$ cat src/rtl/instruction_sequencer_pkg.sv
// Shared definitions for the instruction sequencer: FSM encodings and the
// processor instruction width.
package instruction_sequencer_pkg;

    localparam int SEQ_DATA_W = 8;

    typedef enum logic [1:0] {
        SEQ_LOAD  = 2'd0,
        SEQ_ISSUE = 2'd1,
        SEQ_WAIT  = 2'd2,
        SEQ_HALT  = 2'd3
    } seq_state_e;

endpackage

$ cat src/rtl/instr_buffer.sv
// Program storage: DEPTH x DATA_W register array, synchronous write and
// asynchronous read. Contents are not reset.
module instr_buffer
    import instruction_sequencer_pkg::*;
#(
    parameter int DEPTH  = 16,
    parameter int ADDR_W = 4,
    parameter int DATA_W = SEQ_DATA_W
) (
    input  logic              clock,
    input  logic              we,
    input  logic [ADDR_W-1:0] waddr,
    input  logic [DATA_W-1:0] wdata,
    input  logic [ADDR_W-1:0] raddr,
    output logic [DATA_W-1:0] rdata
);

    logic [DEPTH-1:0][DATA_W-1:0] mem;

    for (genvar i = 0; i < DEPTH; i++) begin : g_slot
        always_ff @(posedge clock) begin
            if (we && (waddr == ADDR_W'(i))) mem[i] <= wdata;
        end
    end

    assign rdata = mem[raddr];

endmodule

$ cat src/rtl/instruction_sequencer.sv
// Feeds the processor's instruction port from a loaded program buffer, one
// instruction per completion handshake, halting after the last one.
module instruction_sequencer
    import instruction_sequencer_pkg::*;
#(
    parameter int DEPTH  = 16,
    parameter int ADDR_W = 4,
    parameter int DATA_W = SEQ_DATA_W
) (
    input  logic              clock,
    input  logic              resetnot,
    input  logic              clear,
    input  logic              wr_en,
    input  logic [DATA_W-1:0] wr_data,
    input  logic              run,
    input  logic              step_done,
    output logic [DATA_W-1:0] instruction,
    output logic              instr_valid,
    output logic [ADDR_W-1:0] pc,
    output logic [ADDR_W:0]   count,
    output logic              full,
    output logic              empty,
    output logic              overflow,
    output logic              halted,
    output logic [1:0]        state
);

    localparam logic [ADDR_W:0] FULL_CNT = (ADDR_W+1)'(DEPTH);

    seq_state_e        state_q, state_d;
    logic [ADDR_W-1:0] pc_q, pc_d;
    logic [ADDR_W:0]   count_q, count_d;
    logic [DATA_W-1:0] instr_q, instr_d;
    logic              ovf_q, ovf_d;
    logic              we, load_instr;
    logic [ADDR_W-1:0] waddr, raddr;
    logic [DATA_W-1:0] rdata;

    assign waddr = count_q[ADDR_W-1:0];
    assign raddr = pc_d;

    instr_buffer #(
        .DEPTH  (DEPTH),
        .ADDR_W (ADDR_W),
        .DATA_W (DATA_W)
    ) u_buf (
        .clock (clock),
        .we    (we),
        .waddr (waddr),
        .wdata (wr_data),
        .raddr (raddr),
        .rdata (rdata)
    );

    always_ff @(posedge clock or negedge resetnot) begin
        if (!resetnot) begin
            state_q <= SEQ_LOAD;
            pc_q    <= '0;
            count_q <= '0;
            instr_q <= '0;
            ovf_q   <= 1'b0;
        end else begin
            state_q <= state_d;
            pc_q    <= pc_d;
            count_q <= count_d;
            instr_q <= instr_d;
            ovf_q   <= ovf_d;
        end
    end

    always_comb begin
        state_d    = state_q;
        pc_d       = pc_q;
        count_d    = count_q;
        ovf_d      = ovf_q;
        we         = 1'b0;
        load_instr = 1'b0;
        if (clear) begin
            state_d = SEQ_LOAD;
            pc_d    = '0;
            count_d = '0;
            ovf_d   = 1'b0;
        end else begin
            case (state_q)
                SEQ_LOAD: begin
                    if (wr_en) begin
                        if (count_q != FULL_CNT) begin
                            we      = 1'b1;
                            count_d = count_q + 1'b1;
                        end else begin
                            ovf_d = 1'b1;
                        end
                    end
                    // run sees the post-write count so a same-cycle write is included
                    if (run && (count_d != '0)) begin
                        pc_d       = '0;
                        state_d    = SEQ_ISSUE;
                        load_instr = 1'b1;
                    end
                end
                SEQ_ISSUE: state_d = SEQ_WAIT;
                SEQ_WAIT: begin
                    if (step_done) begin
                        if (({1'b0, pc_q} + 1'b1) == count_q) begin
                            state_d = SEQ_HALT;
                        end else begin
                            pc_d       = pc_q + 1'b1;
                            state_d    = SEQ_ISSUE;
                            load_instr = 1'b1;
                        end
                    end
                end
                SEQ_HALT: begin
                    if (run) begin
                        pc_d       = '0;
                        state_d    = SEQ_ISSUE;
                        load_instr = 1'b1;
                    end
                end
            endcase
        end
    end

    // Forward the write data when the slot being fetched is written this cycle
    always_comb begin
        instr_d = instr_q;
        if (load_instr) instr_d = (we && (waddr == raddr)) ? wr_data : rdata;
    end

    assign instruction = instr_q;
    assign instr_valid = (state_q == SEQ_ISSUE);
    assign pc          = pc_q;
    assign count       = count_q;
    assign full        = (count_q == FULL_CNT);
    assign empty       = (count_q == '0);
    assign overflow    = ovf_q;
    assign halted      = (state_q == SEQ_HALT);
    assign state       = state_q;

endmodule
$ cat config.mk
export PLATFORM = sky130hd
export DESIGN_NAME = instruction_sequencer
export DESIGN_NICKNAME = d
export VERILOG_FILES = /design/src/rtl/instruction_sequencer_pkg.sv /design/src/rtl/instr_buffer.sv /design/src/rtl/instruction_sequencer.sv
export SDC_FILE = /design/constraint.sdc
export NUM_CORES = 1
export LEC_CHECK = 0
export BUFFER_PORTS_ARGS = -buffer_cell sky130_fd_sc_hd__buf_2
export CAP_MARGIN = 5
export CORE_AREA = 2 2 123 125
export CTS_CLUSTER_SIZE = 10
export DETAILED_ROUTE_END_ITERATION = 16
export DIE_AREA = 0 0 125 127
export GPL_TIMING_DRIVEN = 0
export PLACE_DENSITY = 0.65
export SYNTH_ARGS = -nofsm -noshare
export SYNTH_HDL_FRONTEND = slang
export SYNTH_SLANG_ARGS = --single-unit
$ cat constraint.sdc
create_clock -name clock -period 3.45 [get_ports clock]
set_input_delay 0.5175 -clock clock [delete_from_list [all_inputs] [get_ports clock]]
set_output_delay 0.5175 -clock clock [all_outputs]
set_load 0.02 [all_outputs]
==> run_results.csv, run 1 <==
group,metric,value,unit
floorplanning,fp.dieW,125,um
logic_synthesis,yosysWarnings,0,
sta,setup_viol,0,
drt,routedWlPerCell,22.2,um
layout,layout.nets,671,
floorplanning,dieArea,0.0159,mm2
logic_synthesis,avgSynthCellArea,12.3,um2
drt,drt_iter0_markers,605,
layout,mostFrequentLayoutCell,"edfxtp_1",
placed_design,placed_cell_area,0.00753,mm2
logic_synthesis,ys_seq_elements,148,
logic_synthesis,synth-compound-area-share,15.1,%
worst_setup_path,critPathRequiredTime,3730,ps
pwr,pwr_density_cell,551,mW/mm2
logic_synthesis,ys.flop_type,"edfxtp_1",
pwr,worst_ir_drop_vdd,0.000339,V
pwr,p_leak,3.15,nW
logic_synthesis,synthAdderAreaFrac,1.58,%
drt,drt_first_pass_iters,5,
pwr,p_int,3.43,mW
worst_setup_path,worst-path-buf-inv,3,
sta,finalCritPeriodShare,98.3,%
global_route,grt_max_degree,21,
floorplanning,floorplan.rows,44,
logic_synthesis,synth-xor-area-share,0.985,%
worst_setup_path,critPathLaunch,"count[0]",
logic_synthesis,synth_top_family_by_area,"compound AO/OA/AOI/OAI gates",
floorplanning,start_util,49.3,%
global_route,antenna_found_initial,0,
logic_synthesis,synth.area.mux_share,4.01,%
clocking,cts_tree,"done",
worst_setup_path,cpMostUsedCell,"a221oi_1",
run_status,status,"finished clean",
worst_setup_path,slowest_stage,"a221oi_1",
drt,wirelength,18800,um
pwr,p_comb_share,17.1,%
sta,min_period,3390,ps
worst_setup_path,cpPeakStageDelay,520,ps
worst_setup_path,timing.rr.end,"instruction[2]",
worst_setup_path,critical_path_class,"flop to flop",
sta,timing.hold.ws,68.8,ps
worst_setup_path,r2r_setup_slack,60,ps
pwr,p_switching,1.30,mW
layout,syn2layout_area_growth,20.8,%
sta,fmax,295,MHz
worst_setup_path,crit_family,"compound AO/OA/AOI/OAI gates",
drt,drt.antenna.violating_nets,0,
pwr,clkPwrFrac,39.1,%
layout,drive_gt1_share,25.6,%
sta,hold_violations,0,
drt,vias,5209,
logic_synthesis,netlist_area,0.00711,mm2
sta,skew,10.3,ps
clocking,cts_root_buffer,"clkbuf_16",
clocking,clkLatencyLatePin,420,ps
drt,drc,0,
clocking,cts.sink_count,148,
sta,finalSetupTns,0,ps
floorplanning,die_h,127,um
worst_setup_path,startpoint_type,"flop",
floorplanning,core,0.0144,mm2
placed_design,gp_congestion,0.893,
placed_design,port_buffers,36,
worst_setup_path,ff2ff_path_depth,13,
logic_synthesis,synthArstFlopShare,13.5,%
pwr,seqPwrFrac,43.8,%
worst_setup_path,setup.worst_path.end_class,"flop",
layout,final_area,0.00859,mm2
clocking,clk_pin_slew,60,ps
global_route,grt_pass1_vias,5077,
worst_setup_path,path_cells,"buf_6 > inv_1 > ha_4 > and4bb_4 > or3_1 > o311ai_4 > o2bb2a_4 > a211oi_4 > buf_4 > a221oi_1 > a221oi_1 > o221ai_2 > o2111ai_1",
global_route,grt_usage,24.0,%
layout,diodes,0,
sta,relSlewSlack,21.3,%
layout,layout_common_cells,"edfxtp_1, nand2_1, buf_2",
clocking,htreeDepth,4,
logic_synthesis,synth_edf_count,128,
worst_hold_path,hp-class,"input port to asynchronous set/reset pin",
floorplanning,io_pins,38,
layout,post-route-util,59.6,%
logic_synthesis,netlist_instances,578,
placed_design,dp_hpwl,12500,um
logic_synthesis,syn_nets,601,
logic_synthesis,synth_cell_type_count,68,
global_route,grt_pass1_wl,28800,um
pwr,switching_share,27.4,%
global_route,gr-total-overflow,0,
worst_setup_path,r2r_start,"count[0]",
job,max_cap_violations,0,
clocking,clock_tree.buffer_depth,2,
worst_setup_path,arrival,3670,ps
clocking,numCtsBuffers,17,
drt,routed_via_density,6.16,
logic_synthesis,synth-simple-area-share,13.5,%
sta,worstMarginPinSlew,1170,ps
clocking,ctsHoldBuffers,0,
worst_setup_path,crit_fanout,10,
sta,report.final.slew_viol_count,0,
logic_synthesis,synth_seq_area_share,61.1,%
-- worst max-delay path by stage --
stage / end / depth (start not counted) / slack [ps]
after detailed placement: instruction[1] / 11 / -490
after CTS: instruction[1] / 12 / -20
after global placement: instruction[1] / 11 / -400
after floorplan: instruction[6] / 13 / 210
final: instruction[2] / 13 / 60
after global routing: instruction[5] / 14 / -10
-- state kept, by name, indices dropped and copies added, names as in the netlist --
| register | cells |
|---|---|
| state | 2 |
| instruction | 8 |
| pc | 4 |
| u_buf.mem | 128 |
| count | 5 |
| overflow | 1 |
-- routing by layer --
metal | vias up | share of wire (%) | track usage (%)
li1 | 2355 | - | -
met1 | 2601 | 42 | 32.6
met2 | 231 | 49 | 39.2
met3 | 22 | 7.9 | 4.90
met4 | 0 | 1.4 | 8.17
met5 | - | 0 | 0
-- cell type report --
class | instances | area [um2]
clock buffers | 18 | 429
inverters | 22 | 86.3
flip-flops and latches | 148 | 4350
clock inverters | 14 | 160
well taps | 184 | 230
multi-input cells | 376 | 2820
repair buffers | 54 | 328
plain buffers | 29 | 196
fillers | 1160 | 5830
-- Yosys cell counts, types with 9 or more instances --
| master | count | area (um2) |
|---|---|---|
| clkbuf_1 | 10 | 37.5 |
| nand2_1 | 109 | 409 |
| a221oi_1 | 21 | 184 |
| o21ai_0 | 10 | 50.1 |
| inv_1 | 20 | 75.1 |
| ha_1 | 9 | 113 |
| buf_2 | 10 | 50.1 |
| nor2_1 | 25 | 93.8 |
| nand4_1 | 9 | 56.3 |
| nand3_1 | 32 | 160 |
| nor3_1 | 10 | 50.1 |
| dfrtp_1 | 20 | 500 |
| edfxtp_1 | 128 | 3840 |
| a21oi_1 | 26 | 130 |
| mux2i_1 | 24 | 240 |
-- timing repair --
item,CTS,global route
setup buffers,6,10
endpoints found under the setup margin,8,24
resized for setup,28,39
pin swaps,5,10
-- per-stage QoR --
stage	setup WS, ps	std cells	power [mW]
3_5_place_dp	-487	799	2.80
6_report	58.5	845	4.73
3_3_place_gp	-398	798	2.78
4_1_cts	-24.7	837	4.66
2_1_floorplan	214	578	2.56
5_1_grt	-10.2	845	4.88
-- power by group through the flow --
stage / Sequential (mW) / Clock [mW] / Combinational, mW
floorplan: 2.16 / 0 / 0.398
global placement: 2.10 / 0 / 0.674
detailed placement: 2.11 / 0 / 0.689
CTS: 2.07 / 1.86 / 0.732
global route: 2.08 / 1.94 / 0.860
finish: 2.07 / 1.85 / 0.810
-- cell families after synthesis --
logic type | after synthesis
mux | 26
simple gates | 210
fa+ha+maj | 9
flops | 148
xor+xnor | 8
buf+inv | 54
compound gates | 123
No activity file was read; power rests on OpenSTA's default activity.
==> run 2: changes to the inputs <==
Settings changed: BUFFER_PORTS_ARGS -buffer_cell sky130_fd_sc_hd__buf_2 to -buffer_cell sky130_fd_sc_hd__buf_4.
==> run 2 against run 1 <==
Against the previous run: the run now ends with negative setup slack left; combinational power grew 8.8%; via count grew 1.8%; non-clock buffer count grew 9; critical path depth is the same; die area is the same; final area grew 2.0%; worst hold slack gained 370 ps.
==> run_results.csv, run 2 (synthesized netlist as in run 1, its figures left out) <==
group,metric,value,unit
global_route,antenna_found_initial,0,
worst_setup_path,ff2ff_path_depth,13,
clocking,clkLatencyLatePin,420,ps
sta,relSlewSlack,42.9,%
drt,routedWlPerCell,22.7,um
floorplanning,io_pins,38,
worst_hold_path,hp-class,"input port to flop",
sta,worstMarginPinSlew,853,ps
pwr,pwr_density_cell,536,mW/mm2
layout,drive_gt1_share,26.4,%
clocking,numCtsBuffers,17,
sta,fin_ws,-19.6,ps
global_route,grt_usage,24.3,%
layout,layout.nets,681,
worst_setup_path,timing.rr.end,"instruction[0]",
worst_setup_path,r2r_start,"pc[1]",
clocking,clk_pin_slew,60,ps
layout,diodes,0,
pwr,p_leak,3.20,nW
worst_setup_path,critPathRequiredTime,3710,ps
floorplanning,start_util,49.3,%
layout,syn2layout_area_growth,23.2,%
layout,layout_common_cells,"edfxtp_1, nand2_1, buf_4",
global_route,grt_max_degree,21,
drt,drc,0,
worst_setup_path,startpoint_type,"flop",
placed_design,placed_cell_area,0.00762,mm2
job,max_cap_violations,0,
floorplanning,die_h,127,um
global_route,gr-total-overflow,0,
pwr,worst_ir_drop_vdd,0.000337,V
layout,post-route-util,60.7,%
drt,routed_via_density,6.20,
worst_setup_path,arrival,3730,ps
drt,dr.max_layer_used,"met4",
drt,drt.antenna.violating_nets,0,
drt,met1_length,8110,um
placed_design,dp_worst_setup_slack,-434,ps
drt,wl_met3,1470,um
layout,final_area,0.00876,mm2
floorplanning,fp.dieW,125,um
worst_setup_path,setup.worst_path.end_class,"flop",
worst_setup_path,critPathCapture,"instruction[0]",
drt,wirelength,19400,um
run_status,violations,"negative setup slack",
layout,mostFrequentLayoutCell,"edfxtp_1",
floorplanning,core,0.0144,mm2
run_status,status,"finished, violations left",
floorplanning,floorplan.rows,44,
floorplanning,dieArea,0.0159,mm2
clocking,cts.sink_count,148,
drt,met2WireLength,9320,um
global_route,grt_pass1_vias,5084,
placed_design,dp.cells,799,
worst_setup_path,crit_fanout,6,
sta,hold_violations,0,
clocking,clock_tree.buffer_depth,2,
layout,regMostFlops,"u_buf.mem",
drt,vias,5302,
sta,setup_viol,1,
layout,fillers,1131,
sta,report.final.slew_viol_count,0,
sta,skew,10.1,ps
sta,finalCritPeriodShare,101,%
placed_design,dp_hpwl,12600,um
worst_setup_path,critPathLaunch,"pc[1]",
drt,drt_first_pass_iters,5,
sta,min_period,3470,ps
clocking,cts_tree,"done",
layout,fin_cells,855,
sta,fmax,288,MHz
worst_setup_path,r2r_setup_slack,-20,ps
worst_setup_path,critical_path_class,"flop to flop",
layout,largest_reg_flops,128,
placed_design,port_buffers,36,
drt,drt_iter0_markers,621,
global_route,grt_pass1_wl,29000,um
clocking,htreeDepth,4,
clocking,cts_root_buffer,"clkbuf_16",
placed_design,gp_congestion,0.900,
-- run 2: changes by cell type in the layout (fill, tap and decap cells not counted), moves of 3 or more --
cell | previous run | this run
a221oi_1 | 11 | 7
a221oi_4 | 1 | 5
buf_2 | 42 | 7
buf_4 | 23 | 63
clkbuf_1 | 7 | 10
o221ai_4 | 3 | 0
-- run 2: layout make-up --
cell class              count  area, um2  area share (%)
inverters                  22       86.3           0.985
repair buffers             63        475            5.43
well taps                 184        230            2.63
multi-input cells         377       2870            32.8
clock inverters            11        109            1.24
flip-flops and latches    148       4350            49.6
plain buffers              29        199            2.27
clock buffers              21        440            5.03
-- run 2: power by group --
| group | switching, mW | total [mW] | leakage, nW | internal (mW) |
|---|---|---|---|---|
| Sequential | 0.0584 | 2.08 | 1.41 | 2.02 |
| Clock | 0.687 | 1.74 | 0.261 | 1.05 |
| Combinational | 0.544 | 0.881 | 1.53 | 0.336 |
-- run 2: through the flow --
step           power [mW]  hold slack, ps  TNS, ps
6_report             4.70             436    -19.6
5_1_grt              4.85             441     -170
4_1_cts              4.59             412    -4.00
3_5_place_dp         2.83             429    -2600
3_3_place_gp         2.82             427    -2170
2_1_floorplan        2.56             222        0
-- run 2: worst max-delay path, stage by stage, from the launching register on --
cell and delay, ps:
dfrtp_2 460, ha_2 290, xor2_1 160, a311o_1 390, a211oi_4 280, buf_4 170, o2bb2ai_4 160, buf_4 170
o31ai_4 100, buf_6 190, a221oi_2 350, a221oi_1 160, o221ai_1 270, o2111ai_1 170
-- run 2: repair_timing --
| item | 4_1_cts | 5_1_grt |
|---|---|---|
| hold buffers | 1 | 0 |
| gates resized for setup | 25 | 51 |
| pin swaps | 8 | 11 |
| cloned | 1 | 1 |
| endpoints found under the setup margin | 19 | 8 |
| setup buffers | 7 | 15 |
| endpoints found under the hold margin | 20 | 0 |
-- run 2: routing by layer --
layer  track usage [%]  vias to the layer above
li1                  -                     2378
met1              32.8                     2648
met2              39.9                      230
met3              4.52                       46
met4              8.37                        0
met5                 0                        -
-- run 2: worst min-delay path by stage --
| stage | from | end | depth (start not counted) |
|---|---|---|---|
| 3_3_place_gp | resetnot | state[1] | 1 |
| 2_1_floorplan | resetnot | count[0] | 0 |
| 6_report | wr_en | count[1] | 3 |
| 4_1_cts | wr_en | count[1] | 3 |
| 3_5_place_dp | resetnot | state[0] | 1 |
| 5_1_grt | wr_data[6] | u_buf.mem[22] | 1 |
==> run 3: changes to the inputs <==
--- a/config.mk
+++ b/config.mk
@@ -8,10 +8,12 @@
 export BUFFER_PORTS_ARGS = -buffer_cell sky130_fd_sc_hd__buf_4
 export CAP_MARGIN = 5
-export CORE_AREA = 2 2 123 125
+export CELL_PAD_IN_SITES_DETAIL_PLACEMENT = 2
+export CELL_PAD_IN_SITES_GLOBAL_PLACEMENT = 2
+export CORE_AREA = 2 2 134 136
 export CTS_CLUSTER_SIZE = 10
 export DETAILED_ROUTE_END_ITERATION = 16
-export DIE_AREA = 0 0 125 127
+export DIE_AREA = 0 0 136 138
 export GPL_TIMING_DRIVEN = 0
-export PLACE_DENSITY = 0.65
+export PLACE_DENSITY = 0.76
 export SYNTH_ARGS = -nofsm -noshare
 export SYNTH_HDL_FRONTEND = slang
==> constraint.sdc (replaced) <==
create_clock -name clock -period 3.45 [get_ports clock]
set_input_delay 0.1725 -clock clock [delete_from_list [all_inputs] [get_ports clock]]
set_output_delay 0.1725 -clock clock [all_outputs]
set_load 0.02 [all_outputs]
==> run 3 against run 2 <==
Against the previous run: the run still ends with negative setup slack left; critical path depth up 1; clock-buffer cell count decreased by 2; combinational power up 9.1%; cell count rose by 6.8%; clock skew increased by 1.1 ps; setup slack got worse by 43 ps; die area is 18% higher.
==> run_results.csv, run 3 (synthesized netlist as in run 1, its figures left out) <==
group,metric,value,unit
global_route,grt_pass1_wl,37200,um
worst_hold_path,min_to,"count[1]",
pwr,clkPwrFrac,38.3,%
worst_setup_path,critPathRequiredTime,3720,ps
pwr,worst_ir_drop_vdd,0.000368,V
worst_setup_path,worst-path-stages,14,
pwr,p_int,3.52,mW
worst_hold_path,hp-class,"input port to flop",
worst_setup_path,ff2ff_path_depth,14,
floorplanning,floorplan.rows,49,
layout,fillers,1660,
global_route,antenna_found_initial,0,
layout,post-route-util,52.2,%
worst_setup_path,critical_path_class,"flop to flop",
drt,wirelength,25600,um
drt,drt_first_pass_iters,5,
floorplanning,start_util,40.6,%
floorplanning,core,0.0175,mm2
floorplanning,fp.dieW,136,um
clocking,cts.sink_count,148,
sta,hold_violations,0,
drt,routedWlPerCell,28.1,um
worst_hold_path,worstHoldStart,"wr_en",
job,max_cap_violations,0,
sta,setup_viol,5,
layout,mostFrequentLayoutCell,"edfxtp_1",
clocking,htreeDepth,4,
layout,multiInputGateArea,0.00301,mm2
placed_design,gp_congestion,0.903,
placed_design,dp_hpwl,15900,um
worst_setup_path,cpMostUsedCell,"o311ai_4",
global_route,gr-total-overflow,0,
sta,skew,11.2,ps
worst_setup_path,setup.worst_path.end_class,"flop",
worst_setup_path,timing.rr.end,"instruction[4]",
global_route,grt_pass1_vias,5910,
worst_setup_path,crit_family,"compound AO/OA/AOI/OAI gates",
layout,seq_area,0.00435,mm2
sta,relSlewSlack,13.3,%
layout,layout.nets,694,
sta,fin_ws,-63.0,ps
clocking,numCtsBuffers,17,
worst_hold_path,hold-path-cell-count,3,
pwr,p_leak,3.29,nW
global_route,grt_usage,27.0,%
sta,finalCritPeriodShare,102,%
placed_design,port_buffers,36,
worst_setup_path,cpPeakStageDelay,400,ps
drt,vias,5485,
worst_setup_path,worst-path-buf-inv,4,
sta,worstMarginPinSlew,1290,ps
worst_setup_path,arrival,3780,ps
sta,fmax,285,MHz
layout,regMostFlops,"u_buf.mem",
sta,min_period,3510,ps
pwr,switching_share,28.4,%
pwr,p_switching,1.40,mW
drt,routed_via_density,6.01,
worst_setup_path,r2r_setup_slack,-60,ps
pwr,p_comb_share,19.5,%
layout,largest_reg_flops,128,
worst_setup_path,crit_fanout,10,
worst_setup_path,startpoint_type,"flop",
run_status,violations,"negative setup slack",
clocking,clk_pin_slew,70,ps
layout,layout_common_cells,"edfxtp_1, nand2_1, buf_4",
run_status,status,"finished, violations left",
clocking,cts_tree,"done",
drt,drt_iter0_markers,405,
sta,finalSetupTns,-131,ps
layout,syn2layout_area_growth,28.7,%
drt,drc,0,
drt,drt.antenna.violating_nets,0,
pwr,pwr_density_cell,538,mW/mm2
pwr,seqPwrFrac,42.1,%
floorplanning,dieArea,0.0188,mm2
floorplanning,die_h,138,um
floorplanning,io_pins,38,
worst_setup_path,path_cells,"buf_8 > clkinvlp_4 > ha_4 > and4bb_4 > or3_4 > o311ai_4 > o2bb2ai_4 > o311ai_4 > inv_2 > clkbuf_2 > a21oi_1 > a221oi_4 > o221ai_2 > o2111ai_1",
layout,drive_gt1_share,31.4,%
sta,report.final.slew_viol_count,0,
clocking,clock_tree.buffer_depth,2,
clocking,cts_root_buffer,"clkbuf_16",
clocking,clkLatencyLatePin,430,ps
worst_setup_path,r2r_start,"count[0]",
layout,diodes,0,
global_route,grt_max_degree,21,
worst_setup_path,slowest_stage,"o311ai_4",
run 3: power by group through the flow:
| stage | clock network [mW] | registers (mW) | logic [mW] |
|---|---|---|---|
| floorplan | 0 | 2.16 | 0.398 |
| global placement | 0 | 2.11 | 0.728 |
| detailed placement | 0 | 2.11 | 0.752 |
| CTS | 1.89 | 2.07 | 0.831 |
| global route | 1.97 | 2.08 | 1.02 |
| finish | 1.89 | 2.07 | 0.961 |
run 3: metal layers:
metal | up-vias | share of wire (%) | routed length (um) | track usage (%)
li1 | 2404 | - | - | -
met1 | 2860 | 41 | 10600 | 35.1
met2 | 177 | 51 | 13200 | 45.5
met3 | 44 | 4.2 | 1080 | 3.45
met4 | 0 | 3.3 | 847 | 11.6
met5 | - | 0 | 0 | 0
run 3: cell type report:
type	count	area share (%)
multi-input cells	376	32.8
well taps	229	3.13
plain buffers	30	2.42
flip-flops and latches	148	47.5
repair buffers	76	6.62
clock inverters	13	1.72
inverters	22	0.985
clock buffers	19	4.73
run 3: worst register-to-register path: cells and delay by family (launching register included):
kind            cells  cell delay, ps
buf+inv             4             620
flops               1             380
compound gates      7            1590
fa+ha+maj           1             200
simple gates        2             570
run 3: per-stage QoR:
stage               power, mW  std cells  setup WS (ps)  hold WS [ps]  cell area (um2)
floorplan                2.56        578            214          -123             7110
global placement         2.84        843           -416          80.1             7670
detailed placement       2.86        843           -551          79.1             7670
CTS                      4.79        889           4.83          55.3             8750
global route             5.07        913           -191          91.7             9150
finish                   4.92        913          -63.0          73.8             9150
run 3: worst max path at each step:
stage	from	to	slack, ps
after detailed placement	state[0]	instruction[5]	-550
after global placement	state[0]	instruction[5]	-420
final	count[0]	instruction[4]	-60
after CTS	pc[1]	instruction[7]	5
after floorplan	count[0]	instruction[6]	210
after global routing	count[0]	instruction[6]	-190
run 3: what timing repair did:
action,in CTS,in global routing
gates resized for setup,64,36
hold endpoints to repair,20,0
setup buffers,14,23
endpoints found under the setup margin,40,16
pin swaps,12,11
hold buffers,1,0
gates cloned,0,0
